==> src/rtl/bcd_sseg_scanner_if.sv <==
// Bundle between a BCD producer and the four-digit seven-segment scanner.
// The producer side (master) drives the digits and display controls; the
// scanner side (slave) drives the board anodes, cathodes and the error flag.
// Optional macro: SSEG_BRIGHTNESS_EN adds the 2-bit dim control.
interface bcd_sseg_scanner_if;

   logic [3:0][3:0] bcd_in;    // element 0 = rightmost digit
   logic            load;      // one-cycle capture strobe
   logic            lz_blank;  // blank leading zeros
   logic [3:0]      dp_sel;    // per-digit decimal point enable
`ifdef SSEG_BRIGHTNESS_EN
   logic [1:0]      dim;       // on-duty (dim+1)/4 inside each digit slot
`endif
   logic [3:0]      an;        // anode select, one-hot at the active level
   logic [6:0]      seg;       // {g,f,e,d,c,b,a}
   logic            dp;        // decimal point cathode
   logic            err;       // last loaded value had a nibble above 9

   modport master (
`ifdef SSEG_BRIGHTNESS_EN
      output dim,
`endif
      output bcd_in, load, lz_blank, dp_sel,
      input  an, seg, dp, err
   );

   modport slave (
`ifdef SSEG_BRIGHTNESS_EN
      input  dim,
`endif
      input  bcd_in, load, lz_blank, dp_sel,
      output an, seg, dp, err
   );

endinterface : bcd_sseg_scanner_if

==> src/rtl/bcd_sseg_scanner.sv <==
// Four-digit time-multiplexed seven-segment driver.
// A load strobe copies the BCD result into a shadow register; a free-running
// refresh counter walks the digits 0,1,2,3 using its top two bits, and the
// anode/cathode drive is registered so every output changes on a clock edge.
// Leading zeros may be blanked and nibbles 10..15 are shown as a dash.
// REFRESH_BITS must be at least 4 (digit slot = 2^(REFRESH_BITS-2) clocks).
// Optional macro: SSEG_BRIGHTNESS_EN gates the anode inside each digit slot
// with the dim input, giving a duty of (dim+1)/4.
module bcd_sseg_scanner #(
   parameter int REFRESH_BITS = 18,
   parameter int ACTIVE_LOW   = 1
) (
   input  logic               clk,
   input  logic               reset,
   bcd_sseg_scanner_if.slave  bus
);

   // Inactive drive level of every anode, cathode and the decimal point.
   localparam logic                    POL     = (ACTIVE_LOW != 0);
   localparam logic [3:0]              AN_OFF  = {4{POL}};
   localparam logic [6:0]              SEG_OFF = {7{POL}};
   localparam logic                    DP_OFF  = POL;
   localparam logic [REFRESH_BITS-1:0] CNT_ONE = {{(REFRESH_BITS-1){1'b0}}, 1'b1};

   // Segment pattern for a nibble in active-high form; 10..15 show a dash.
   function automatic logic [6:0] seg_decode(input logic [3:0] value);
      logic [6:0] pattern;
      case (value)
         4'd0:    pattern = 7'h3F;
         4'd1:    pattern = 7'h06;
         4'd2:    pattern = 7'h5B;
         4'd3:    pattern = 7'h4F;
         4'd4:    pattern = 7'h66;
         4'd5:    pattern = 7'h6D;
         4'd6:    pattern = 7'h7D;
         4'd7:    pattern = 7'h07;
         4'd8:    pattern = 7'h7F;
         4'd9:    pattern = 7'h6F;
         default: pattern = 7'h40;
      endcase
      return pattern;
   endfunction

   // True when any of the four nibbles is not a legal BCD digit.
   function automatic logic has_bad_digit(input logic [3:0][3:0] digits);
      logic bad;
      bad = 1'b0;
      for (int i = 0; i < 4; i++) begin
         bad = bad | (digits[i] > 4'd9);
      end
      return bad;
   endfunction

   logic [REFRESH_BITS-1:0] refresh_cnt;
   logic [3:0][3:0]         shadow;
   logic                    err_q;
   logic [1:0]              digit_idx;
   logic [3:0]              blank;
   logic                    zero_above;
   logic [3:0]              digit_val;
   logic [3:0]              an_hi;
   logic [6:0]              seg_hi;
   logic                    dp_hi;
   logic [3:0]              an_q;
   logic [6:0]              seg_q;
   logic                    dp_q;

   assign digit_idx = refresh_cnt[REFRESH_BITS-1 -: 2];

   // Free-running refresh counter; wraps from all-ones straight to zero.
   always_ff @(posedge clk) begin
      // NOTE: state is updated with <= so every flop samples the values that
      // were present before the edge, independent of statement order.
      if (reset) begin
         refresh_cnt <= '0;
      end else begin
         refresh_cnt <= refresh_cnt + CNT_ONE;
      end
   end

   // Shadow copy of the loaded digits plus the invalid-digit flag.
   always_ff @(posedge clk) begin
      // NOTE: the shadow is only four nibbles, and it must read as 0000 after
      // reset, so it is cleared here rather than left uninitialised.
      if (reset) begin
         shadow <= '0;
         err_q  <= 1'b0;
      end else if (bus.load) begin
         shadow <= bus.bcd_in;
         err_q  <= has_bad_digit(bus.bcd_in);
      end
   end

   // Leading-zero mask: a digit blanks when it and every digit above are zero.
   always_comb begin
      // NOTE: every variable gets a value before any conditional logic so no
      // path can leave it unassigned and infer a latch.
      blank      = '0;
      zero_above = bus.lz_blank;
      for (int i = 3; i >= 1; i--) begin
         zero_above = zero_above & (shadow[i] == 4'd0);
         blank[i]   = zero_above;
      end
   end

   // Active-high drive for the digit currently being scanned.
   always_comb begin
      an_hi     = '0;
      seg_hi    = '0;
      dp_hi     = 1'b0;
      digit_val = shadow[digit_idx];
      an_hi     = 4'b0001 << digit_idx;
      seg_hi    = blank[digit_idx] ? 7'h00 : seg_decode(digit_val);
      dp_hi     = bus.dp_sel[digit_idx];
`ifdef SSEG_BRIGHTNESS_EN
      // Sub-phase within the slot; past the dim threshold the digit is dark.
      if (refresh_cnt[REFRESH_BITS-3 -: 2] > bus.dim) begin
         an_hi  = '0;
         seg_hi = '0;
         dp_hi  = 1'b0;
      end
`endif
   end

   // Registered board drive, converted to the configured polarity.
   always_ff @(posedge clk) begin
      if (reset) begin
         an_q  <= AN_OFF;
         seg_q <= SEG_OFF;
         dp_q  <= DP_OFF;
      end else begin
         an_q  <= an_hi ^ AN_OFF;
         seg_q <= seg_hi ^ SEG_OFF;
         dp_q  <= dp_hi ^ DP_OFF;
      end
   end

   assign bus.an  = an_q;
   assign bus.seg = seg_q;
   assign bus.dp  = dp_q;
   assign bus.err = err_q;

endmodule : bcd_sseg_scanner
==> src/flat_wrapper.sv <==
// flat-port wrapper written by rule: the top's interface ports become plain ports
module bcd_sseg_scanner_flat 
#(
   parameter int REFRESH_BITS = 18,
   parameter int ACTIVE_LOW   = 1
)
  (clk, reset, bus_bcd_in, bus_load, bus_lz_blank, bus_dp_sel, bus_an, bus_seg, bus_dp, bus_err);
  bcd_sseg_scanner_if bus_i ();
  input  logic clk;
  input  logic reset;
  input wire logic [$bits(bus_i.bcd_in)-1:0] bus_bcd_in;
  input wire logic [$bits(bus_i.load)-1:0] bus_load;
  input wire logic [$bits(bus_i.lz_blank)-1:0] bus_lz_blank;
  input wire logic [$bits(bus_i.dp_sel)-1:0] bus_dp_sel;
  output wire logic [$bits(bus_i.an)-1:0] bus_an;
  output wire logic [$bits(bus_i.seg)-1:0] bus_seg;
  output wire logic [$bits(bus_i.dp)-1:0] bus_dp;
  output wire logic [$bits(bus_i.err)-1:0] bus_err;
  assign bus_i.bcd_in = bus_bcd_in;
  assign bus_i.load = bus_load;
  assign bus_i.lz_blank = bus_lz_blank;
  assign bus_i.dp_sel = bus_dp_sel;
  assign bus_an = bus_i.an;
  assign bus_seg = bus_i.seg;
  assign bus_dp = bus_i.dp;
  assign bus_err = bus_i.err;
  bcd_sseg_scanner #(.REFRESH_BITS(REFRESH_BITS), .ACTIVE_LOW(ACTIVE_LOW)) u_core (.clk(clk), .reset(reset), .bus(bus_i));
endmodule
==> config.mk <==
export PLATFORM = sky130hd
export DESIGN_NAME = bcd_sseg_scanner_flat
export DESIGN_NICKNAME = d
export VERILOG_FILES = /design/src/rtl/bcd_sseg_scanner_if.sv /design/src/rtl/bcd_sseg_scanner.sv /design/src/flat_wrapper.sv
export SDC_FILE = /design/constraint.sdc
export NUM_CORES = 1
export LEC_CHECK = 0
export CELL_PAD_IN_SITES_DETAIL_PLACEMENT = 1
export CELL_PAD_IN_SITES_GLOBAL_PLACEMENT = 1
export CORE_MARGIN = 5
export CORE_UTILIZATION = 43
export CTS_CLUSTER_DIAMETER = 150
export DETAILED_ROUTE_END_ITERATION = 8
export PLACE_DENSITY = 0.93
export SETUP_SLACK_MARGIN = 0.4
export SLEW_MARGIN = 5
export SYNTH_ARGS = -nofsm -noshare
export SYNTH_HDL_FRONTEND = slang
export SYNTH_SLANG_ARGS = --single-unit
==> constraint.sdc <==
create_clock -name clk -period 5 [get_ports clk]
set_input_delay 1.25 -clock clk [delete_from_list [all_inputs] [get_ports clk]]
set_output_delay 1.25 -clock clk [all_outputs]
set_load 0.02 [all_outputs]
# ---- Word level (Yosys, flattened, before mapping)
# Memories as Yosys holds them, arrays and structs flattened.
# Cells that the tools add are included.
dict set report word_totals {
  mem_count 1
  latchBits 0
  regBits 47
  mem_bits_rw 0
  inputBits 24
  out_inout_bits 13
  romBits 112
  word_cells 36
}
# memory words word_bits read_ports rd_ports_with_merged_regs write_ports line_no
set memory_table {}
lappend memory_table {{(no name shown)} 16 7 1 0 0 bcd_sseg_scanner.sv:28} ;# case (value)
dict set report op_classes {
  bitwise_logic 9
  addsub 1
  n_div 0
  n_mux 7
  n_eq_ne 0
  reduce_logical 3
  shifts 1
  n_mul 0
  order_cmp 5
}
# op count
set op_table {}
lappend op_table {{18-bit by 1-bit adder with 18-bit output (second input constant)} 1}
lappend op_table {{4-bit > comparator (second input constant)} 4}
lappend op_table {{4-bit logical NOT} 3}
lappend op_table {{4-bit binary-select mux with 2-bit select} 1}
lappend op_table {{7-bit 2-to-1 mux} 1}
lappend op_table {{7-bit inverter} 1}
lappend op_table {{1-bit binary-select mux with 2-bit select} 2}
lappend op_table {{4-bit 2-to-1 mux} 1}
lappend op_table {{4-bit inverter} 1}
lappend op_table {{1-bit by 2-bit << shifter with 4-bit output (first input constant)} 1}
lappend op_table {{1-bit bitwise AND} 3}
lappend op_table {{2-bit by 3-bit < comparator with 1-bit output (second input constant)} 1}
lappend op_table {{1-bit bitwise OR} 3}
lappend op_table {{1-bit 2-to-1 mux} 2}
lappend op_table {{1-bit inverter} 1}

# ---- Longest topological paths before layout
# Gate-level depths: netlist (run 1).
dict set report logic_depth {
  depth_word 8
  ltp_mapped 9
  mapped_depth_nobuf 7
}

# ---- Worst setup path before layout (run 1)
# No wires, ideal clock.
dict set report synth_path {
  path_type {input port to flip-flop}
  startpoint {input port bus_load}
  endpoint {register u_core.shadow[10] (netlist bit)}
  stages 4
  t_arrival_ns 1.975
  setup_slack_ns 2.898
  path_cell_list {buf_2 -> buf_2 -> mux2i_1 -> nor2_1}
}
# item line_no
set synth_lines {}
lappend synth_lines {{from (decl)} flat_wrapper.sv:12} ;# input wire logic [$bits(bus_i.load)-1:0] bus_load;
lappend synth_lines {{to (signal assigned)} bcd_sseg_scanner.sv:89} ;# shadow <= bus.bcd_in;
lappend synth_lines {{to (decl)} bcd_sseg_scanner.sv:55} ;# logic [3:0][3:0] shadow;

==> results of run 1 <==
cell families after synthesis:
| group | share of synthesized area, % |
|---|---|
| AOI/OAI and AO/OA | 6.37 |
| xor gates and xnor gates | 4.20 |
| adders and majority gates | 3.60 |
| buffers and inverters | 3.96 |
| DFF | 45.2 |
| muxes | 14.2 |
| and+or+nand+nor | 22.5 |
layout by cell type (no fill, tap or decap), types with 3 or more instances in the layout:
cell             instances
mux4_2                   5
a21oi_1                  4
clkbuf_8                 5
ha_1                     6
nor2b_1                  4
clkdlybuf4s50_1         36
xnor2_1                  8
o22ai_1                  3
nand3b_1                 7
dfxtp_1                 47
nor4_1                   5
nand2_1                  6
nand3_1                  8
or3_1                    3
nor3_1                   4
inv_1                    7
nor2_1                  34
o21ai_0                  9
nand2b_1                 6
mux2i_1                 16
layout make-up:
type	count	area, um2	area share, %
clock buffers	6	72.6	2.81
clock inverters	1	30.0	1.16
inverters	7	26.3	1.02
multi-input cells	148	1060	41.1
flip-flops and latches	47	941	36.5
well taps	67	83.8	3.25
repair buffers	37	368	14.3
worst max-delay path: stages:
cell,delay (ns)
clkdlybuf4s50_1,1.16
mux2i_1,0.30
nor2_1,0.08
per-layer routing:
layer | track usage, % | vias to the layer above | wire (um) | share of wire [%]
met1 | 19.7 | 795 | 2080 | 44
met5 | 0 | - | 0 | 0
met3 | 3.95 | 10 | 222 | 4.6
met2 | 28.5 | 41 | 2380 | 50
met4 | 6.19 | 0 | 100 | 2.1
li1 | - | 805 | - | -
per-stage QoR:
stage	worst slack [ns]	total power [mW]	util (%)	hold WS (ns)
floorplan	2.90	0.460	-	0.441
global placement	2.14	0.501	52.5	0.459
detailed placement	2.04	0.506	52.5	0.475
CTS	2.35	0.774	54.6	0.495
global route	2.30	0.798	54.6	0.529
finish	2.37	0.769	54.6	0.490
final timing paths:
kind                                     start                          endpoint  slack (ns)  cells past startpoint
max                                   bus_load     u_core.shadow[1]$_SDFFE_PP0P_        2.37                      3
min           u_core.refresh_cnt[0]$_SDFF_PP0_  u_core.refresh_cnt[0]$_SDFF_PP0_        0.49                      1
max reg2reg  u_core.refresh_cnt[16]$_SDFF_PP0_      u_core.bus.seg[5]$_SDFF_PP1_        2.78                      6
min reg2reg   u_core.refresh_cnt[0]$_SDFF_PP0_  u_core.refresh_cnt[0]$_SDFF_PP0_        0.49                      1
sequential cells by signal, summed over array words and instances, names as in the netlist:
signal	count
u_core.bus.an	4
u_core.shadow	16
u_core.refresh_cnt	18
u_core.bus.err	1
u_core.bus.dp	1
u_core.bus.seg	7
power breakdown:
| part | total [mW] | switching, mW | internal, mW |
|---|---|---|---|
| clock network | 0.271 | 0.125 | 0.147 |
| registers | 0.401 | 0.0104 | 0.391 |
| logic | 0.0963 | 0.0448 | 0.0515 |
==> results.cfg, run 1 <==
[synthesis]
ys_types = 35
netlist_area_um2 = 2080
synth_top_area_share_pct = 45.2
synth_fp_nets = 244
ys_seq_elements = 47
syn_inst = 214
ys_top_cells_by_area = dfxtp_1, mux2i_1, nor2_1, mux4_2, ha_1
ys.flop_type = dfxtp_1
synthTopCellsByCount = dfxtp_1, nor2_1, mux2i_1, o21ai_0
synth_area_per_cell_um2 = 9.73
yosysWarningCount = 0
yosysMostFrequentCell = dfxtp_1
async_reset_ff_share_pct = 0
synth_edf_count = 0
synth_seq_area_share_pct = 45.2
synth_top_area_cell = dfxtp_1

[clock_network]
clock-root-buffer = clkbuf_8
htree_num_levels = 2
post-cts-setup-buffers = 0
clk_pin_slew_ns = 0.08
cts_inserted_buffers = 5
ctsHoldBuffers = 0
clk_latency_ns = 0.31
cts_max_path_buffers = 2
cts-resized-gates = 0
numClockSinks = 47
cts_tree = built

[die]
fp.dieW_um = 79.6
die_area_um2 = 6340
core_um2 = 4720
ios = 37
rows = 25
initial_utilization_pct = 44.1
die_h_um = 79.6

[pwr]
p_leak_nw = 0.971
ir_drop_mv = 0.126
powerDensity_nw_per_um2 = 298

[timing]
setup_viol = 0
slew_headroom_pct = 30.1
setup-tns-final_ns = 0
tightest_slew_ns = 1.05
fmax_mhz = 380
skew_ns = 0.00618
maxSlewViolCount = 0
period_share_pct = 52.6
hold_violations = 0
fin_crit_ns = 2.63
rsz0062_at_grt = false

[detailed_routing]
drtPass1Iterations = 4
drc_errors = 0
vias_per_cell = 5.27
drt-initial-drc-count = 45
routed_wl_um = 4780
drtAntennaViolNets = 0
wire_per_inst_um = 15.3
num_vias = 1651

[placed_design]
hpwl_um = 3460
gp_congestion = 0.707
placed_cells = 306
io_buffers = 36
post_dp_cell_area_um2 = 2480

[finish]
fillers = 531
syn_to_final_growth_pct = 23.9
finalNetCount = 276
diodes = 0
final_layout_size_suffix_gt1_share_pct = 7.72
stdcell_area_um2 = 2580
stdcell_count = 313

[global_routing]
grt_pass1_vias = 1707
grtUsageTotal_pct = 16.5
grt_first_pass_wirelength_um = 8100
grt_max_degree = 27
overflow = 0
antenna_found_initial = 0

[worst_setup_path]
cp_max_fo = 18
critical_path_arrival_ns = 2.79
critical_path_class = input port to flip-flop
worstPathRequired_ns = 5.16
startpoint_type = input port
cp-end-kind = flip-flop

[flow_run]
cap_violations = 0

[worst_hold_path]
hp-class = flip-flop to flip-flop

[run_status]
status = finished, final reports clean
No activity file was read; power rests on OpenSTA's default activity.
==> run 2: changes to the inputs <==
--- a/config.mk
+++ b/config.mk
@@ -8,10 +8,10 @@
 export CELL_PAD_IN_SITES_DETAIL_PLACEMENT = 1
 export CELL_PAD_IN_SITES_GLOBAL_PLACEMENT = 1
 export CORE_MARGIN = 5
-export CORE_UTILIZATION = 43
+export CORE_UTILIZATION = 40
 export CTS_CLUSTER_DIAMETER = 150
 export DETAILED_ROUTE_END_ITERATION = 8
-export PLACE_DENSITY = 0.93
+export PLACE_DENSITY = 0.88
 export SETUP_SLACK_MARGIN = 0.4
 export SLEW_MARGIN = 5
 export SYNTH_ARGS = -nofsm -noshare
==> constraint.sdc (replaced) <==
create_clock -name clk -period 2.5 [get_ports clk]
set_input_delay 0.625 -clock clk [delete_from_list [all_inputs] [get_ports clk]]
set_output_delay 0.625 -clock clk [all_outputs]
set_load 0.02 [all_outputs]
==> run 2 against run 1 <==
Utilization is 3.1 points lower. Clock skew is 0.0017 ns lower. Critical path depth is 3 higher. Total power is 87% higher. Largest cell class unchanged. Largest power group unchanged. Register-to-register slack worse by 2.2 ns. Combinational power is 100% higher. Sequential cell count stayed put.
==> results.cfg, run 2 (synthesized netlist as in run 1, its figures left out) <==
[die]
die_area_um2 = 6750
die_h_um = 82.2
core_um2 = 5070
rows = 26
fp.dieW_um = 82.2
initial_utilization_pct = 41.1
ios = 37

[detailed_routing]
vias_per_cell = 5.20
routed_wl_um = 4910
drt-initial-drc-count = 58
num_vias = 1680
drtPass1Iterations = 4
drc_errors = 0
drtAntennaViolNets = 0
wire_per_inst_um = 15.2

[flow_run]
cap_violations = 0

[worst_setup_path]
startpoint_type = flip-flop
cp_max_fo = 14
worstPathRequired_ns = 2.68
worst_path_max_delay_cell = mux4_2
critical_path_arrival_ns = 2.09
critical_path_class = flip-flop to flip-flop
crit_chain = mux4_2 -> inv_1 -> ha_1 -> nor2_1 -> o32ai_1 -> nand3b_1
critPathMaxStageDelay_ns = 0.61
cp-end-kind = flip-flop

[pwr]
seqPwrFrac_pct = 55.7
ir_drop_mv = 0.233
power_frac_comb_pct = 13.7
switchingPower_mw = 0.359
powerDensity_nw_per_um2 = 551
internal_power_mw = 1.08
p_leak_nw = 0.991
p_clk_share_pct = 30.7
power_mw = 1.44
switching_share_pct = 24.9

[clock_network]
post-cts-setup-buffers = 0
clock-root-buffer = clkbuf_8
cts_tree = built
clk_pin_slew_ns = 0.08
numClockSinks = 47
htree_num_levels = 2
clk_latency_ns = 0.30
ctsHoldBuffers = 0
cts_max_path_buffers = 2
cts_inserted_buffers = 5
cts-resized-gates = 1

[finish]
regMostFlops = u_core.refresh_cnt
stdcell_count = 323
final_cell_mix = dfxtp_1, clkdlybuf4s50_1, nor2_1
syn_to_final_growth_pct = 25.6
finalNetCount = 282
largest_register_ffs = 18
diodes = 0
final_layout_size_suffix_gt1_share_pct = 10.7
final_common_cell = dfxtp_1

[placed_design]
io_buffers = 36
gp_congestion = 0.806
placed_cells = 315
hpwl_um = 3640

[global_routing]
grt_pass1_vias = 1717
grtUsageTotal_pct = 16.0
grt_max_degree = 19
antenna_found_initial = 0
overflow = 0
grt_first_pass_wirelength_um = 8290

[timing]
period_share_pct = 76.3
rsz0062_at_grt = false
setup_viol = 0
skew_ns = 0.00444
maxSlewViolCount = 0
fin_crit_ns = 1.91
slew_headroom_pct = 62.6
tightest_slew_ns = 0.560
fmax_mhz = 525
hold_violations = 0
setup-tns-final_ns = 0

[worst_hold_path]
hp-class = flip-flop to flip-flop

[run_status]
status = finished, final reports clean
[run 2: metal layers]
metal,part of all wire [%],GRT usage [%],up-vias
met3,3.1,3.36,8
met1,45,20.0,814
met4,1.7,5.15,0
li1,-,-,822
met2,50,27.5,36
met5,0,0,-
[run 2: area by class of cell]
cell class                      instances  area, um2
Clock buffer                            6       72.6
Clock inverter                          2       12.5
Fill cell                             597       2460
Inverter                                7       26.3
Multi-Input combinational cell        148       1060
Sequential cell                        47        945
Tap cell                               70       87.6
Timing Repair Buffer                   43        413
[run 2: worst max-delay path: cells and delay by family, from the launching register on]
| kind | cells | cell delay [ns] |
|---|---|---|
| adder cells (fa/ha/maj) | 1 | 0.18 |
| flip-flops | 1 | 0.46 |
| AO/OA/AOI/OAI | 1 | 0.24 |
| multiplexers | 1 | 0.61 |
| AND/OR/NAND/NOR | 2 | 0.15 |
| buffers and inverters | 1 | 0.14 |
[run 2: worst paths after layout]
path                                                         from  cells past startpoint  slack, ns                          endpoint
worst max-delay path            u_core.refresh_cnt[16]$_SDFF_PP0_                      6       0.59      u_core.bus.seg[5]$_SDFF_PP1_
worst min-delay path             u_core.refresh_cnt[0]$_SDFF_PP0_                      1       0.49  u_core.refresh_cnt[0]$_SDFF_PP0_
worst max register to register  u_core.refresh_cnt[16]$_SDFF_PP0_                      6       0.59      u_core.bus.seg[5]$_SDFF_PP1_
worst min register to register   u_core.refresh_cnt[0]$_SDFF_PP0_                      1       0.49  u_core.refresh_cnt[0]$_SDFF_PP0_
[run 2: stage by stage]
stage               setup WS, ns  cell area, um2  hold slack, ns  util (%)
finish                     0.594            2620           0.489      51.6
global route               0.429            2620           0.539      51.6
CTS                        0.513            2610           0.497      51.5
detailed placement         0.365            2530           0.480      49.8
global placement           0.457            2530           0.459      49.8
floorplan                  0.526            2080           0.441         -
[run 2: power by group through the flow]
stage	clock network, mW	logic (mW)	registers, mW
after floorplan	0	0.0889	0.831
final	0.442	0.197	0.802
after global placement	0	0.189	0.818
after detailed placement	0	0.195	0.821
after global routing	0.493	0.214	0.806
after CTS	0.456	0.199	0.803
